**config.mk**
```make
export PLATFORM = sky130hd
export DESIGN_NAME = lpddr3_cs_n_lane_ctrl
export DESIGN_NICKNAME = d
export VERILOG_FILES = /design/src/rtl/lpddr3_cs_n_lane_ctrl.sv
export SDC_FILE = /design/constraint.sdc
export NUM_CORES = 1
export LEC_CHECK = 0
export CAP_MARGIN = 15
export CELL_PAD_IN_SITES_DETAIL_PLACEMENT = 1
export CELL_PAD_IN_SITES_GLOBAL_PLACEMENT = 2
export CORE_UTILIZATION = 29
export DETAILED_ROUTE_END_ITERATION = 12
export PLACE_DENSITY_LB_ADDON = 0.25
export SYNTH_ARGS = -nofsm -noshare
export SYNTH_HDL_FRONTEND = slang
export SYNTH_SLANG_ARGS = --single-unit
```
**constraint.sdc**
```tcl
create_clock -name FAB_CLK -period 2.24 [get_ports FAB_CLK]
set_input_delay 0.448 -clock FAB_CLK [delete_from_list [all_inputs] [get_ports FAB_CLK]]
set_output_delay 0.448 -clock FAB_CLK [all_outputs]
set_load 0.02 [all_outputs]
```
**src/rtl/lpddr3_cs_n_lane_ctrl.sv**
```systemverilog
// lpddr3_cs_n_lane_ctrl: fabric-side driver for the LPDDR3 CS0_N output lane.
// Formats slot-indexed command strobes into 4-phase active-low TX/OE words
// and sequences the lane's dynamic delay line (MOVE/DIRECTION/LOAD).
// Optional build macro CS_N_LANE_STATS_EN adds CMD_CNT/MOVE_CNT counters.
module lpddr3_cs_n_lane_ctrl #(
    parameter int unsigned TX_LATENCY   = 1,
    parameter int unsigned DLY_MAX_TAPS = 127,
    parameter int unsigned MOVE_GAP     = 3
) (
    input  logic       FAB_CLK,
    input  logic       ARST_N,
    input  logic       OE_ENABLE,
    input  logic       CMD_VALID,
    output logic       CMD_READY,
    input  logic [1:0] CMD_SLOT,
    input  logic       CMD_2T,
    output logic [3:0] TX_DATA_0,
    output logic [3:0] OE_DATA_0,
    input  logic       DLY_REQ,
    input  logic       DLY_DIR,
    input  logic [6:0] DLY_STEPS,
    input  logic       DLY_LOAD_REQ,
    output logic       DLY_BUSY,
    output logic       DLY_DONE,
    output logic       DLY_ERR,
    output logic [6:0] DLY_TAP,
    output logic       DELAY_LINE_MOVE_0,
    output logic       DELAY_LINE_DIRECTION_0,
    output logic       DELAY_LINE_LOAD_0,
    input  logic       DELAY_LINE_OUT_OF_RANGE_0
`ifdef CS_N_LANE_STATS_EN
    ,
    output logic [15:0] CMD_CNT,
    output logic [15:0] MOVE_CNT
`endif
);

    typedef enum logic [2:0] {
        ST_IDLE,
        ST_LOAD,
        ST_DIR_SETUP,
        ST_MOVE,
        ST_GAP,
        ST_DONE
    } dly_state_e;

    // ---------------- command formatter ----------------
    logic       carry_q;
    logic       carry_d;
    logic       accept;
    logic [3:0] word_d;
    logic [3:0] tx_pipe_q [TX_LATENCY];
    logic [3:0] oe_pipe_q [TX_LATENCY];

    assign CMD_READY = OE_ENABLE & ~carry_q;
    assign accept    = CMD_VALID & CMD_READY;

    // Build the per-cycle CS_N word; a 2T strobe in slot 3 spills into phase 0 of the next word
    always_comb begin
        word_d  = '1;
        carry_d = 1'b0;
        if (carry_q) begin
            word_d[0] = 1'b0;
        end
        if (accept) begin
            word_d[CMD_SLOT] = 1'b0;
            if (CMD_2T) begin
                if (CMD_SLOT == 2'd3) begin
                    carry_d = 1'b1;
                end else begin
                    word_d[CMD_SLOT + 2'd1] = 1'b0;
                end
            end
        end
    end

    // Carry flag and TX/OE latency pipeline, reset to idle words
    always_ff @(posedge FAB_CLK or negedge ARST_N) begin
        if (!ARST_N) begin
            carry_q <= 1'b0;
            for (int unsigned i = 0; i < TX_LATENCY; i++) begin
                tx_pipe_q[i] <= '1;
                oe_pipe_q[i] <= '0;
            end
        end else begin
            carry_q      <= carry_d;
            tx_pipe_q[0] <= word_d;
            oe_pipe_q[0] <= {4{OE_ENABLE}};
            for (int unsigned i = 1; i < TX_LATENCY; i++) begin
                tx_pipe_q[i] <= tx_pipe_q[i-1];
                oe_pipe_q[i] <= oe_pipe_q[i-1];
            end
        end
    end

    assign TX_DATA_0 = tx_pipe_q[TX_LATENCY-1];
    assign OE_DATA_0 = oe_pipe_q[TX_LATENCY-1];

    // ---------------- delay-line sequencer ----------------
    dly_state_e state_q;
    logic       dir_q;
    logic       move_q;
    logic       load_q;
    logic       done_q;
    logic       err_q;
    logic [6:0] tap_q;
    logic [6:0] rem_q;
    logic [3:0] gap_q;
    logic       can_move;

    // The move decision is taken on entry to MOVE so the pulse is registered
    assign can_move = dir_q ? (tap_q < 7'(DLY_MAX_TAPS)) : (tap_q != '0);

    // Delay FSM: registered MOVE/DIRECTION/LOAD/DONE, tap tracking and sticky error
    always_ff @(posedge FAB_CLK or negedge ARST_N) begin
        if (!ARST_N) begin
            state_q <= ST_IDLE;
            dir_q   <= 1'b0;
            move_q  <= 1'b0;
            load_q  <= 1'b0;
            done_q  <= 1'b0;
            err_q   <= 1'b0;
            tap_q   <= '0;
            rem_q   <= '0;
            gap_q   <= '0;
        end else begin
            move_q <= 1'b0;
            load_q <= 1'b0;
            done_q <= 1'b0;
            case (state_q)
                ST_IDLE: begin
                    if (DLY_LOAD_REQ) begin
                        load_q  <= 1'b1;
                        state_q <= ST_LOAD;
                    end else if (DLY_REQ) begin
                        if (DLY_STEPS == '0) begin
                            done_q  <= 1'b1;
                            state_q <= ST_DONE;
                        end else begin
                            dir_q   <= DLY_DIR;
                            rem_q   <= DLY_STEPS;
                            state_q <= ST_DIR_SETUP;
                        end
                    end
                end
                ST_LOAD: begin
                    tap_q   <= '0;
                    err_q   <= 1'b0;
                    done_q  <= 1'b1;
                    state_q <= ST_DONE;
                end
                ST_DIR_SETUP: begin
                    if (can_move) begin
                        move_q  <= 1'b1;
                        tap_q   <= dir_q ? tap_q + 7'd1 : tap_q - 7'd1;
                        rem_q   <= rem_q - 7'd1;
                        state_q <= ST_MOVE;
                    end else begin
                        err_q   <= 1'b1;
                        done_q  <= 1'b1;
                        state_q <= ST_DONE;
                    end
                end
                ST_MOVE: begin
                    if (DELAY_LINE_OUT_OF_RANGE_0) begin
                        err_q   <= 1'b1;
                        done_q  <= 1'b1;
                        state_q <= ST_DONE;
                    end else begin
                        gap_q   <= 4'(MOVE_GAP - 1);
                        state_q <= ST_GAP;
                    end
                end
                ST_GAP: begin
                    if (DELAY_LINE_OUT_OF_RANGE_0) begin
                        err_q   <= 1'b1;
                        done_q  <= 1'b1;
                        state_q <= ST_DONE;
                    end else if (gap_q != '0) begin
                        gap_q <= gap_q - 4'd1;
                    end else if (rem_q == '0) begin
                        done_q  <= 1'b1;
                        state_q <= ST_DONE;
                    end else if (can_move) begin
                        move_q  <= 1'b1;
                        tap_q   <= dir_q ? tap_q + 7'd1 : tap_q - 7'd1;
                        rem_q   <= rem_q - 7'd1;
                        state_q <= ST_MOVE;
                    end else begin
                        err_q   <= 1'b1;
                        done_q  <= 1'b1;
                        state_q <= ST_DONE;
                    end
                end
                ST_DONE: begin
                    dir_q   <= 1'b0;
                    state_q <= ST_IDLE;
                end
                default: begin
                    state_q <= ST_IDLE;
                end
            endcase
        end
    end

    assign DLY_BUSY               = (state_q != ST_IDLE);
    assign DLY_DONE               = done_q;
    assign DLY_ERR                = err_q;
    assign DLY_TAP                = tap_q;
    assign DELAY_LINE_MOVE_0      = move_q;
    assign DELAY_LINE_DIRECTION_0 = dir_q;
    assign DELAY_LINE_LOAD_0      = load_q;

`ifdef CS_N_LANE_STATS_EN
    logic [15:0] cmd_cnt_q;
    logic [15:0] move_cnt_q;

    // Accepted-command counter wraps; move-pulse counter saturates
    always_ff @(posedge FAB_CLK or negedge ARST_N) begin
        if (!ARST_N) begin
            cmd_cnt_q  <= '0;
            move_cnt_q <= '0;
        end else begin
            if (accept) begin
                cmd_cnt_q <= cmd_cnt_q + 16'd1;
            end
            if (move_q && (move_cnt_q != '1)) begin
                move_cnt_q <= move_cnt_q + 16'd1;
            end
        end
    end

    assign CMD_CNT  = cmd_cnt_q;
    assign MOVE_CNT = move_cnt_q;
`endif

endmodule

```
# After elaboration in Yosys (flattened, before gate mapping)
# Index checks and enable logic that the tools add are counted.
# word_totals
out_inout_bits	22
regBits	32
# op_classes
bitwise_logic	7
n_eq_ne	18
add_sub_neg	5
muxes	65
magnitude_cmp	5
reduce_logical	19
# ops
cell	n
2-to-1 mux 7 bit	12
case mux 7 bit (3 select lines)	2
2-to-1 mux 1 bit	30
2-to-1 mux 4 bit	6
2-to-1 mux 3 bit	7
inequality test 2 bit, second input constant	9
AND reduction 4 bit	4
case mux 3 bit (5 select lines)	1
zero test 7 bit	2
subtractor 7 x 1 -> 7 bit, second input constant	2
inequality test 3 bit, second input constant	3
nonzero test 3 bit	3
bitwise AND 4 bit	2
inverter 4 bit	2
case mux 4 bit (2 select lines)	1
nonzero test 4 bit	2
adder 7 x 1 -> 7 bit, second input constant	1
< comparator 7 bit, second input constant	1
AND reduction 7 bit	1
nonzero test 7 bit	1
== test 3 x 2 -> 1 bit, second input constant	2
== test 3 bit, second input constant	2
< comparator 2 x 3 -> 1 bit, second input constant	2
case mux 1 bit (5 select lines)	1
14 further kinds	20

# Longest topological paths before layout
# Gate-level depths: netlist of run 1.
# logic_depth
word_depth	10
mapped_depth	9

# Worst setup path before layout of run 1
# Ideal clock, no wire load.
# synth_path
kind	flip-flop to flip-flop
from	reg rem_q[0]
to	reg rem_q[1]
path_slack_ns	-0.017
synth_period_minus_slack_ns	2.257
t_arrival_ns	2.132
required_time_ns	2.115
path_stages_with_launch	10
cell_sequence	dfrtp_1 > inv_1 > ha_1 > or3b_1 > buf_2 > or2_4 > a21o_4 > and2_4 > buf_6 > mux2_4
# synth_via
elab_chain_len	6
word_cells_on_any_way	9
cone_classes	1 x add/sub; 1 x eq/ne; 5 x mux; 2 x reduce/logical
# synth_lines
element	line	rtl
from (decl)	107	logic [6:0] rem_q;
from (signal assigned)	156	rem_q <= rem_q - 7'd1;
from (signal assigned)	187	rem_q <= rem_q - 7'd1;
subtractor 7 x 1 -> 7 bit	156, 187	
2-to-1 mux 7 bit	153, 184	
2-to-1 mux 7 bit	181	end else if (rem_q == '0) begin
2-to-1 mux 7 bit	179	end else if (gap_q != '0) begin
2-to-1 mux 7 bit	175	if (DELAY_LINE_OUT_OF_RANGE_0) begin
case mux 7 bit (3 select lines)	130	case (state_q)
# Parallel ways exist; a longest one is shown, timed or not. The select of a mux whose other input is x is not followed.
# A chain may end at the register's enable or synchronous reset.

# Worst setup path after layout of run 1
# layout_path
from	reg rem_q[1]
to	reg rem_q[1]
# Same word-level chain as after synthesis.

==> reports/summary.txt, run 1 <==
Yosys top cell by area: dfrtp_1
die area: 7710 um^2
final instance area: 3000 um^2
WL/cell: 15.3 um
Area contributors post-synth: dfrtp_1 (33%), ha_1 (6.4%), dfstp_2 (4.9%)
GRT Util Overall: 17.4%
Crit path largest cell delay: 0.40 ns
highest clock rate: 453 MHz
Worst slew margin: 59.4%
syn nets: 262
most frequent cell after synthesis: dfrtp_1
fin cells: 399
unrepaired setup endpoints after global routing: yes
crit path cell chain: inv_1 > ha_2 > or3b_4 > buf_6 > or2_4 > a21o_4 > and2_4 > mux2_4
Post-synth top cells: dfrtp_1 (28), nand2_1 (18), inv_1 (14)
outcome: finished clean
most common flop cell mapped by yosys: dfrtp_1
Max Clock Skew: 0.00881 ns
antenna-violating nets left: 0
Worst Tran Pin Value: 0.604 ns
Reg clk slew, reported paths: 0.07 ns
crit path max fanout: 5
Final period util: 98.5%
Crit Path Category: flip-flop to flip-flop
gpl congestion: 0.768
# setup viols final: 0
cts hold-fix bufs: 0
first-pass GRT wire length: 10100 um
post-synthesis register bit count: 32
max-cap viol count: 0
via density per instance: 5.03
worst-case clock buffer depth: 2
die width: 87.8 um
dpl cell area: 2800 um^2
Synth-to-Final Area Change: 40.6%
Slowest-stage cell, CP: dfrtp_1
final slew viol count: 0
Fin. Hold Viols: 0
Cells after Synth: 232
final total power: 3.88 mW
largest net degree at the start of global routing: 33
Util after Layout: 43.2%
Crit path required time: 2.42 ns
CTS HTree Levels: 2
Clock Sinks: 32
Synth Cell Area: 2130 um^2
placed insts: 385
1st-pass router iterations: 4
minimum clock period: 2.21 ns
synth warn: 0
Hold Crit Class: flip-flop to flip-flop
vias in the first global route: 2084
CP Capture Type: flip-flop
ant diodes: 0
DRT iter0 DRCs: 74
sequential area share after synthesis: 37.7%
clock root cell: clkbuf_8
TritonCTS clock tree: done
Critical Path AT: 2.39 ns
Distinct cells, synth: 57
die height: 87.8 um
drt total wl: 6090 um
grt ovf: 0
Worst-Skew Late Latency: 0.29 ns
share of layout cells above drive strength 1: 23.4%
Post-synth EDFFs: 0
PortBufs: 39
Starting Density: 30.7%
initial antenna violation count: 0
CTS buffer count: 5
leak pwr: 1.24 nW
TNS Setup: 0 ns
DR vias: 2006
FP Rows: 30
Critical Path Source Type: flip-flop
nets@finish: 332
Synth Area per Inst: 9.20 um^2
core area: 6940 um^2
Fill cells: 811
Power Dens Cells: 1290 nW/um^2
Post-route DRC: 0
Worst VDD drop: 0.000363 V
I/O Pins: 40
Post-DP HPWL: 4520 um
top cell type's share of synthesized area: 32.8%
asr flop ratio synth: 100%
[logic make-up after synthesis]
kind of cell	share of synthesized area [%]
AND/OR/NAND/NOR	21.7
flip-flops	37.7
AO/OA/AOI/OAI	20.3
multiplexers	4.28
XOR/XNOR	2.46
buffers and inverters	6.10
adder cells (fa/ha/maj)	7.39
[power breakdown]
part | switching [mW] | internal [mW]
registers | 0.212 | 0.770
logic | 1.25 | 1.17
clock network | 0.219 | 0.251
total | 1.68 | 2.19
[cell type report]
class / instances / area [um^2] / share of cell area [%]
well taps: 96 / 120 / 4.00
clock buffers: 8 / 90.1 / 3.00
multi-input cells: 173 / 1250 / 41.7
flip-flops and latches: 32 / 807 / 26.9
inverters: 14 / 52.6 / 1.75
repair buffers: 76 / 681 / 22.7
[per-stage QoR]
step                      hold WS [ns]  setup WS [ns]
after floorplan                  0.152        -0.0167
after global placement           0.384        -0.0891
after detailed placement         0.382         -0.121
after CTS                        0.403         0.0200
after global routing             0.409        -0.0334
final                            0.404         0.0335
[metal layers]
layer  GRT usage [%]  up-vias  share of wire (%)
li1                -      990                  -
met1            23.3      977                 50
met2            27.1       35                 45
met3            5.28        4                4.1
met4            4.62        0               0.53
met5               0        -                  0
[worst paths after layout]
check                                startpoint                     end  slack [ns]  cells after the start
min in group asynchronous                ARST_N      DLY_DONE$_DFF_PN0_        0.55                      2
max in group asynchronous                ARST_N  TX_DATA_0[1]$_DFF_PN1_        1.33                      2
hold / removal                carry_q$_DFF_PN0_  TX_DATA_0[0]$_DFF_PN1_        0.40                      1
hold reg to reg               carry_q$_DFF_PN0_  TX_DATA_0[0]$_DFF_PN1_        0.40                      1
setup / recovery           rem_q[1]$_DFFE_PN0P_    rem_q[1]$_DFFE_PN0P_        0.03                      8
setup reg to reg           rem_q[1]$_DFFE_PN0P_    rem_q[1]$_DFFE_PN0P_        0.03                      8
[cell usage in the layout, fill, tap and decap left out, drive strengths merged, types with 3 or more instances in the layout]
| master | netlist | routed |
|---|---|---|
| dfstp | 4 | 4 |
| a31oi | 7 | 7 |
| buf | 7 | 37 |
| nor3b | 4 | 4 |
| mux2 | 6 | 6 |
| clkdlybuf4s50 | 0 | 37 |
| nor3 | 7 | 7 |
| a22o | 5 | 5 |
| nor4 | 8 | 8 |
| and2 | 4 | 4 |
| o21ai | 10 | 10 |
| xnor2 | 4 | 4 |
| nand3 | 5 | 5 |
| a21oi | 13 | 13 |
| nor2 | 11 | 11 |
| or2 | 3 | 3 |
| ha | 11 | 11 |
| or3 | 7 | 7 |
| nand2b | 4 | 4 |
| a2111oi | 3 | 3 |
| clkbuf | 6 | 8 |
| inv | 14 | 14 |
| o31ai | 3 | 3 |
| nand2 | 18 | 18 |
| dfrtp | 28 | 28 |
| nor2b | 6 | 6 |
[worst max-delay path: cells and delay by family, from the launching register on]
kind / cells / cell delay (ns)
AND/OR/NAND/NOR: 3 / 0.79
flip-flops: 1 / 0.40
multiplexers: 1 / 0.29
AO/OA/AOI/OAI: 1 / 0.25
buffers and inverters: 2 / 0.20
adder cells (fa/ha/maj): 1 / 0.16
[repair_timing]
item	in CTS	in global routing
endpoints found under the hold margin	0	0
pin swaps	1	7
gates resized for setup	2	16
setup buffers	1	5
endpoints found under the setup margin	9	15
[flip-flops by register name, indices dropped and copies added (netlist names)]
name                    flops
OE_DATA_0                   1
TX_DATA_0                   4
DLY_DONE                    1
DLY_TAP                     7
rem_q                       7
DELAY_LINE_LOAD_0           1
DELAY_LINE_MOVE_0           1
DLY_ERR                     1
gap_q                       4
state_q                     3
DELAY_LINE_DIRECTION_0      1
carry_q                     1
Power figures use the tool's default switching activity.
==> inputs of run 2 (changes only) <==
--- a/config.mk
+++ b/config.mk
@@ -5,7 +5,6 @@
 export SDC_FILE = /design/constraint.sdc
 export NUM_CORES = 1
 export LEC_CHECK = 0
-export CAP_MARGIN = 15
 export CELL_PAD_IN_SITES_DETAIL_PLACEMENT = 1
 export CELL_PAD_IN_SITES_GLOBAL_PLACEMENT = 2
 export CORE_UTILIZATION = 29
==> results of run 2 <==
Final layout, timing and power as in run 1 (identical DEF).
